## src/rtl/pos_uart_tx.sv

```systemverilog
// pos_uart_tx: transmit side of the 10-bit position link.
// An accepted word goes out as two UART 8N1 bytes, LSB first:
//   H = {1'b1, 4'b0000, data[9:7]}, then L = {1'b0, data[6:0]}.
// Bit 7 marks the high byte, so a receiver can resynchronise on any byte.
//
// Handshake: a word transfers on a rising edge where i_valid & o_ready.
// o_ready is high only in IDLE. i_valid while not ready is ignored and nothing is queued.
// The FSM state is held in r_state so it can be probed directly.
module pos_uart_tx #(
  parameter int DATAW     = 10,
  parameter int SETUPW    = 24,
  parameter int STOP_BITS = 1
) (
  input  logic              i_clk,
  input  logic              n_btn_rst,
  input  logic [SETUPW-1:0] i_setup,
  input  logic              i_valid,
  input  logic [DATAW-1:0]  i_data,
  output logic              o_ready,
  output logic              o_busy,
  output logic              o_uart_tx
);

  typedef enum logic [1:0] {
    ST_IDLE  = 2'd0,
    ST_START = 2'd1,
    ST_DATA  = 2'd2,
    ST_STOP  = 2'd3
  } state_t;

  localparam logic [SETUPW-1:0] MIN_DIV   = SETUPW'(4);
  // Index of the last stop bit: 0 for one stop bit, 1 for two.
  localparam logic              STOP_LAST = (STOP_BITS == 2);

  state_t            r_state;
  logic [SETUPW-1:0] r_div;     // clocks per bit, latched at acceptance
  logic [SETUPW-1:0] r_cnt;     // clocks left in the current bit, minus one
  logic [2:0]        r_bit;     // data bit index, wraps 7->0 into STOP
  logic              r_stop;    // stop bit index
  logic              r_second;  // 1 while the low byte is being sent
  logic [7:0]        r_shift;   // byte being serialised, LSB at bit 0
  logic [6:0]        r_low;     // low byte payload, held during byte H
  logic              r_tx;
  logic              r_ready;
  logic              r_busy;

  logic [SETUPW-1:0] w_div;
  logic [SETUPW-1:0] w_reload;
  logic              w_take;
  logic              w_bit_end;

  // Clamp the requested divisor; very short bits are not meaningful.
  always_comb begin
    w_div     = (i_setup < MIN_DIV) ? MIN_DIV : i_setup;
    w_reload  = r_div - SETUPW'(1);
    w_take    = i_valid & r_ready;
    w_bit_end = (r_cnt == '0);
  end

  // Frame sequencer: every output is registered; reset forces the line high.
  always_ff @(posedge i_clk or negedge n_btn_rst) begin
    if (!n_btn_rst) begin
      r_state  <= ST_IDLE;
      r_div    <= '0;
      r_cnt    <= '0;
      r_bit    <= '0;
      r_stop   <= 1'b0;
      r_second <= 1'b0;
      r_shift  <= '0;
      r_low    <= '0;
      r_tx     <= 1'b1;
      r_ready  <= 1'b0;
      r_busy   <= 1'b0;
    end else begin
      case (r_state)
        ST_IDLE: begin
          r_tx   <= 1'b1;
          r_busy <= 1'b0;
          if (w_take) begin
            r_low    <= i_data[6:0];
            r_shift  <= {1'b1, 4'b0000, i_data[9:7]};
            r_div    <= w_div;
            r_cnt    <= w_div - SETUPW'(1);
            r_second <= 1'b0;
            r_tx     <= 1'b0;
            r_busy   <= 1'b1;
            r_ready  <= 1'b0;
            r_state  <= ST_START;
          end else begin
            r_ready <= 1'b1;
          end
        end

        ST_START: begin
          if (w_bit_end) begin
            r_cnt   <= w_reload;
            r_bit   <= '0;
            r_tx    <= r_shift[0];
            r_state <= ST_DATA;
          end else begin
            r_cnt <= r_cnt - SETUPW'(1);
          end
        end

        ST_DATA: begin
          if (w_bit_end) begin
            r_cnt   <= w_reload;
            r_bit   <= r_bit + 3'd1;
            r_shift <= {1'b0, r_shift[7:1]};
            if (r_bit == 3'd7) begin
              r_tx    <= 1'b1;
              r_stop  <= 1'b0;
              r_state <= ST_STOP;
            end else begin
              r_tx <= r_shift[1];
            end
          end else begin
            r_cnt <= r_cnt - SETUPW'(1);
          end
        end

        ST_STOP: begin
          if (w_bit_end) begin
            r_cnt <= w_reload;
            if (r_stop != STOP_LAST) begin
              r_stop <= 1'b1;
            end else if (!r_second) begin
              // Low byte starts right after the high byte's last stop bit.
              r_second <= 1'b1;
              r_shift  <= {1'b0, r_low};
              r_tx     <= 1'b0;
              r_state  <= ST_START;
            end else begin
              r_tx    <= 1'b1;
              r_busy  <= 1'b0;
              r_ready <= 1'b1;
              r_state <= ST_IDLE;
            end
          end else begin
            r_cnt <= r_cnt - SETUPW'(1);
          end
        end

        default: r_state <= ST_IDLE;
      endcase
    end
  end

  assign o_ready   = r_ready;
  assign o_busy    = r_busy;
  assign o_uart_tx = r_tx;

endmodule
```

## config.mk

```make
export PLATFORM = sky130hd
export DESIGN_NAME = pos_uart_tx
export DESIGN_NICKNAME = d
export VERILOG_FILES = /design/src/rtl/pos_uart_tx.sv
export SDC_FILE = /design/constraint.sdc
export NUM_CORES = 1
export LEC_CHECK = 0
export ABC_AREA = 1
export BUFFER_PORTS_ARGS = -buffer_cell sky130_fd_sc_hd__buf_2
export CAP_MARGIN = 0
export CORE_ASPECT_RATIO = 0.7
export CORE_MARGIN = 5
export CORE_UTILIZATION = 40
export CTS_CLUSTER_DIAMETER = 60
export CTS_CLUSTER_SIZE = 24
export DETAILED_ROUTE_END_ITERATION = 12
export SLEW_MARGIN = 10
export SYNTH_ARGS = -nofsm -noshare
export SYNTH_HDL_FRONTEND = slang
export SYNTH_SLANG_ARGS = --single-unit
```

## constraint.sdc

```tcl
create_clock -name i_clk -period 2.2 [get_ports i_clk]
set_clock_uncertainty 0.15 [all_clocks]
set_input_delay 0.22 -clock i_clk [delete_from_list [all_inputs] [get_ports i_clk]]
set_output_delay 0.22 -clock i_clk [all_outputs]
set_load 0.02 [all_outputs]
```

==> flow_metrics.py <==
metrics = {
    "run_status": {
        "outcome": "finished, violations left",
        "violations": "negative setup slack",
    },
    "floorplan": {
        "die_x_um": 140,
        "io_pins": 40,
        "core_sq_um": 11700,
        "fp-row-count": 33,
        "initial_core_util_pct": 40.8,
        "die_y_um": 101,
        "die-area_sq_um": 14200,
    },
    "pwr": {
        "pwr-share-clk_pct": 48.9,
        "power-per-cell-area_nw_per_um2": 416,
        "sw_frac_of_total_pct": 24.5,
        "power_frac_seq_pct": 46.1,
        "power.switching_mw": 0.703,
        "p_comb_share_pct": 5.1,
        "power_leakage_nw": 3.50,
        "p_int_mw": 2.17,
        "peakVddDrop_mv": 0.352,
        "power_mw": 2.87,
    },
    "global_route": {
        "use_met3_pct": 4.44,
        "antenna_found_initial": 0,
        "met1_usage_pct": 32.3,
        "grt_use_total_pct": 22.5,
        "grt_max_degree": 45,
        "gr-total-overflow": 0,
        "first_global_vias": 5133,
        "top_usage_layer": "met2",
        "grt_pass1_wl_um": 25600,
        "use_met2_pct": 35.6,
    },
    "worst_setup_path": {
        "cp_data_arrival_time_ns": 2.49,
        "setup.worst_path.end_class": "register",
        "path_max_fanout": 10,
        "criticalPathCategory": "reg -> reg",
        "setup.worst_path.start_class": "register",
        "required_ns": 2.31,
    },
    "sta": {
        "final_max_slew_viol_count": 0,
        "relSlewSlack_pct": 68.0,
        "finalHoldViolCount": 0,
        "rsz0062_at_grt": "true",
        "period_share_pct": 108,
        "setup_violations": 24,
        "worst_slew_pin_slew_ns": 0.481,
        "min_period_ns": 2.38,
        "setup_ws_ns": -0.179,
        "max_freq_mhz": 420,
        "hold-worst-slack_ns": 0.00310,
        "setup_tns_ns": -2.22,
    },
    "cts": {
        "cts_buffer_depth": 2,
        "cts_made_buffers": 9,
        "cts_root_buffer": "clkbuf_16",
        "clkTransAtPathRegs_ns": 0.06,
        "cts_htree_levels": 3,
        "tritoncts": "done",
        "cts.sinks": 72,
        "clk_latency_ns": 0.34,
    },
    "placed_design": {
        "place_ws_ns": -0.241,
        "place_hpwl_um": 11600,
        "port_buffers": 39,
        "routabilityCongestion": 0.921,
    },
    "logic_synthesis": {
        "synth-async-reset-ratio_pct": 100,
        "synth.avg_cell_area_sq_um": 6.74,
        "synth_cells": 707,
        "synth-seq-area-share_pct": 37.8,
        "synth_top_cell_area_share_pct": 37.3,
        "yosys_warnings": 0,
        "synth_seq_cells": 72,
        "synth_top_cell_by_area": "dfrtp_1",
        "synthTopCellsByArea": "dfrtp_1 (37%), nand2_1 (18%), inv_1 (6.9%)",
        "synth_enable_flop_cells": 0,
        "syn_nets": 752,
        "ys_types": 35,
        "synth_flop_cell": "dfrtp_1",
        "synth_most_common_cell": "nand2_1",
        "synth_area_sq_um": 4770,
        "synth_commonest_cells": "nand2_1 (227), inv_1 (87), dfrtp_1 (71)",
    },
    "finish": {
        "drive_gt1_share_pct": 36.3,
        "finalNetCount": 904,
        "final_core_util_pct": 59.2,
        "num-fill-cells": 1068,
        "syn_to_final_growth_pct": 45.1,
        "n_antenna_cell": 0,
    },
    "detailed_routing": {
        "postRouteAntennaNets": 0,
        "dr.pass1.iters": 5,
        "drc": 0,
        "vias_per_cell": 5.21,
        "routed_wl_um": 16100,
        "via_count": 5315,
        "wire_per_inst_um": 15.7,
        "drtIter0Drc": 457,
    },
    "hold_path": {
        "worstHoldPathType": "in -> reg",
    },
    "flow_run": {
        "drv_cap": 0,
    },
}
-- state kept, by name, summed over array words and instances, names as in the netlist --
register / count
r_shift: 8
o_ready: 1
r_bit: 3
r_state: 2
r_cnt: 24
r_second: 1
o_busy: 1
r_low: 7
r_div: 24
o_uart_tx: 1
-- cells in the final DEF (no fill, tap or decap), types with 8 or more instances in the layout --
cell and count:
nand2_1 180, buf_4 98, inv_1 79, dfrtp_1 71, o21ai_0 48, nand3_1 46
nand2_2 41, nor2_1 40, buf_2 39, nand4_1 27, nor2_2 19, nand3_2 18
nor2_4 17, nand2_4 16, a21oi_1 16, o21ai_1 13, buf_6 13, clkbuf_16 11
dlygate4sd3_1 8
-- critical path: stages, from the launching register on --
cell	delay, ns
dfrtp_1	0.39
nor2_2	0.16
nand2_2	0.10
nor2_8	0.25
buf_6	0.18
nand4_1	0.13
nand3_2	0.10
nand2_2	0.07
nor2_4	0.13
nand2_2	0.08
nor2_4	0.18
nand2_1	0.08
nand2_1	0.08
nand3_1	0.10
o21ai_1	0.10
-- final cells by class --
class	count	area, sq um	share of cell area [%]
flip-flops and latches	72	1800	26.1
repair buffers	167	1340	19.3
well taps	157	196	2.84
clock inverters	6	50.0	0.724
inverters	92	357	5.16
clock buffers	10	229	3.31
multi-input cells	517	2940	42.6
-- metal layers --
| metal | part of all wire [%] | wire length [um] |
|---|---|---|
| met5 | 0 | 0 |
| met4 | 1.6 | 252 |
| met3 | 7.1 | 1150 |
| met2 | 45 | 7270 |
| met1 | 46 | 7390 |
-- kinds of logic (layout without fill, tap and decap cells) --
kind of cell / Yosys count / in the layout / synth area share, %
buf+inv: 118 / 275 / 10.2
flops: 72 / 72 / 37.8
simple gates: 417 / 417 / 39.8
fa+ha+maj: 8 / 8 / 2.10
compound gates: 91 / 91 / 9.84
xor+xnor: 1 / 1 / 0.184
-- timing repair --
item,in CTS,in global routing
gates cloned,1,2
resized for setup,67,93
hold endpoints to repair,37,0
endpoints found under the setup margin,21,31
buffers inserted,11,6
hold buffers,8,0
pin swaps,20,32
-- per-stage QoR --
step	instances	area [sq um]
after floorplan	707	4780
after global placement	977	5840
after detailed placement	977	5840
after CTS	1013	6510
after global routing	1021	6920
final	1021	6920
-- power by group through the flow --
| stage | clock network (mW) | logic [mW] | registers (mW) |
|---|---|---|---|
| finish | 1.40 | 0.145 | 1.32 |
| global route | 1.50 | 0.159 | 1.32 |
| CTS | 1.43 | 0.145 | 1.32 |
| detailed placement | 0 | 0.133 | 1.35 |
| global placement | 0 | 0.131 | 1.35 |
| floorplan | 0 | 0.0113 | 1.35 |
-- path summary, 6_finish.rpt --
| kind | from | to | slack [ns] | depth (start not counted) |
|---|---|---|---|---|
| setup / recovery | r_cnt[21] | r_cnt[15] | -0.18 | 14 |
| hold / removal | i_setup[12] | r_div[12] | 0.003 | 3 |
| setup reg to reg | r_cnt[21] | r_cnt[15] | -0.18 | 14 |
| hold reg to reg | r_div[11] | r_div[11] | 0.34 | 2 |
| max in group asynchronous | n_btn_rst | r_shift[7] | 1.10 | 3 |
| min in group asynchronous | n_btn_rst | r_bit[0] | 0.22 | 2 |
Note: power is estimated with default switching activity, not from simulation.
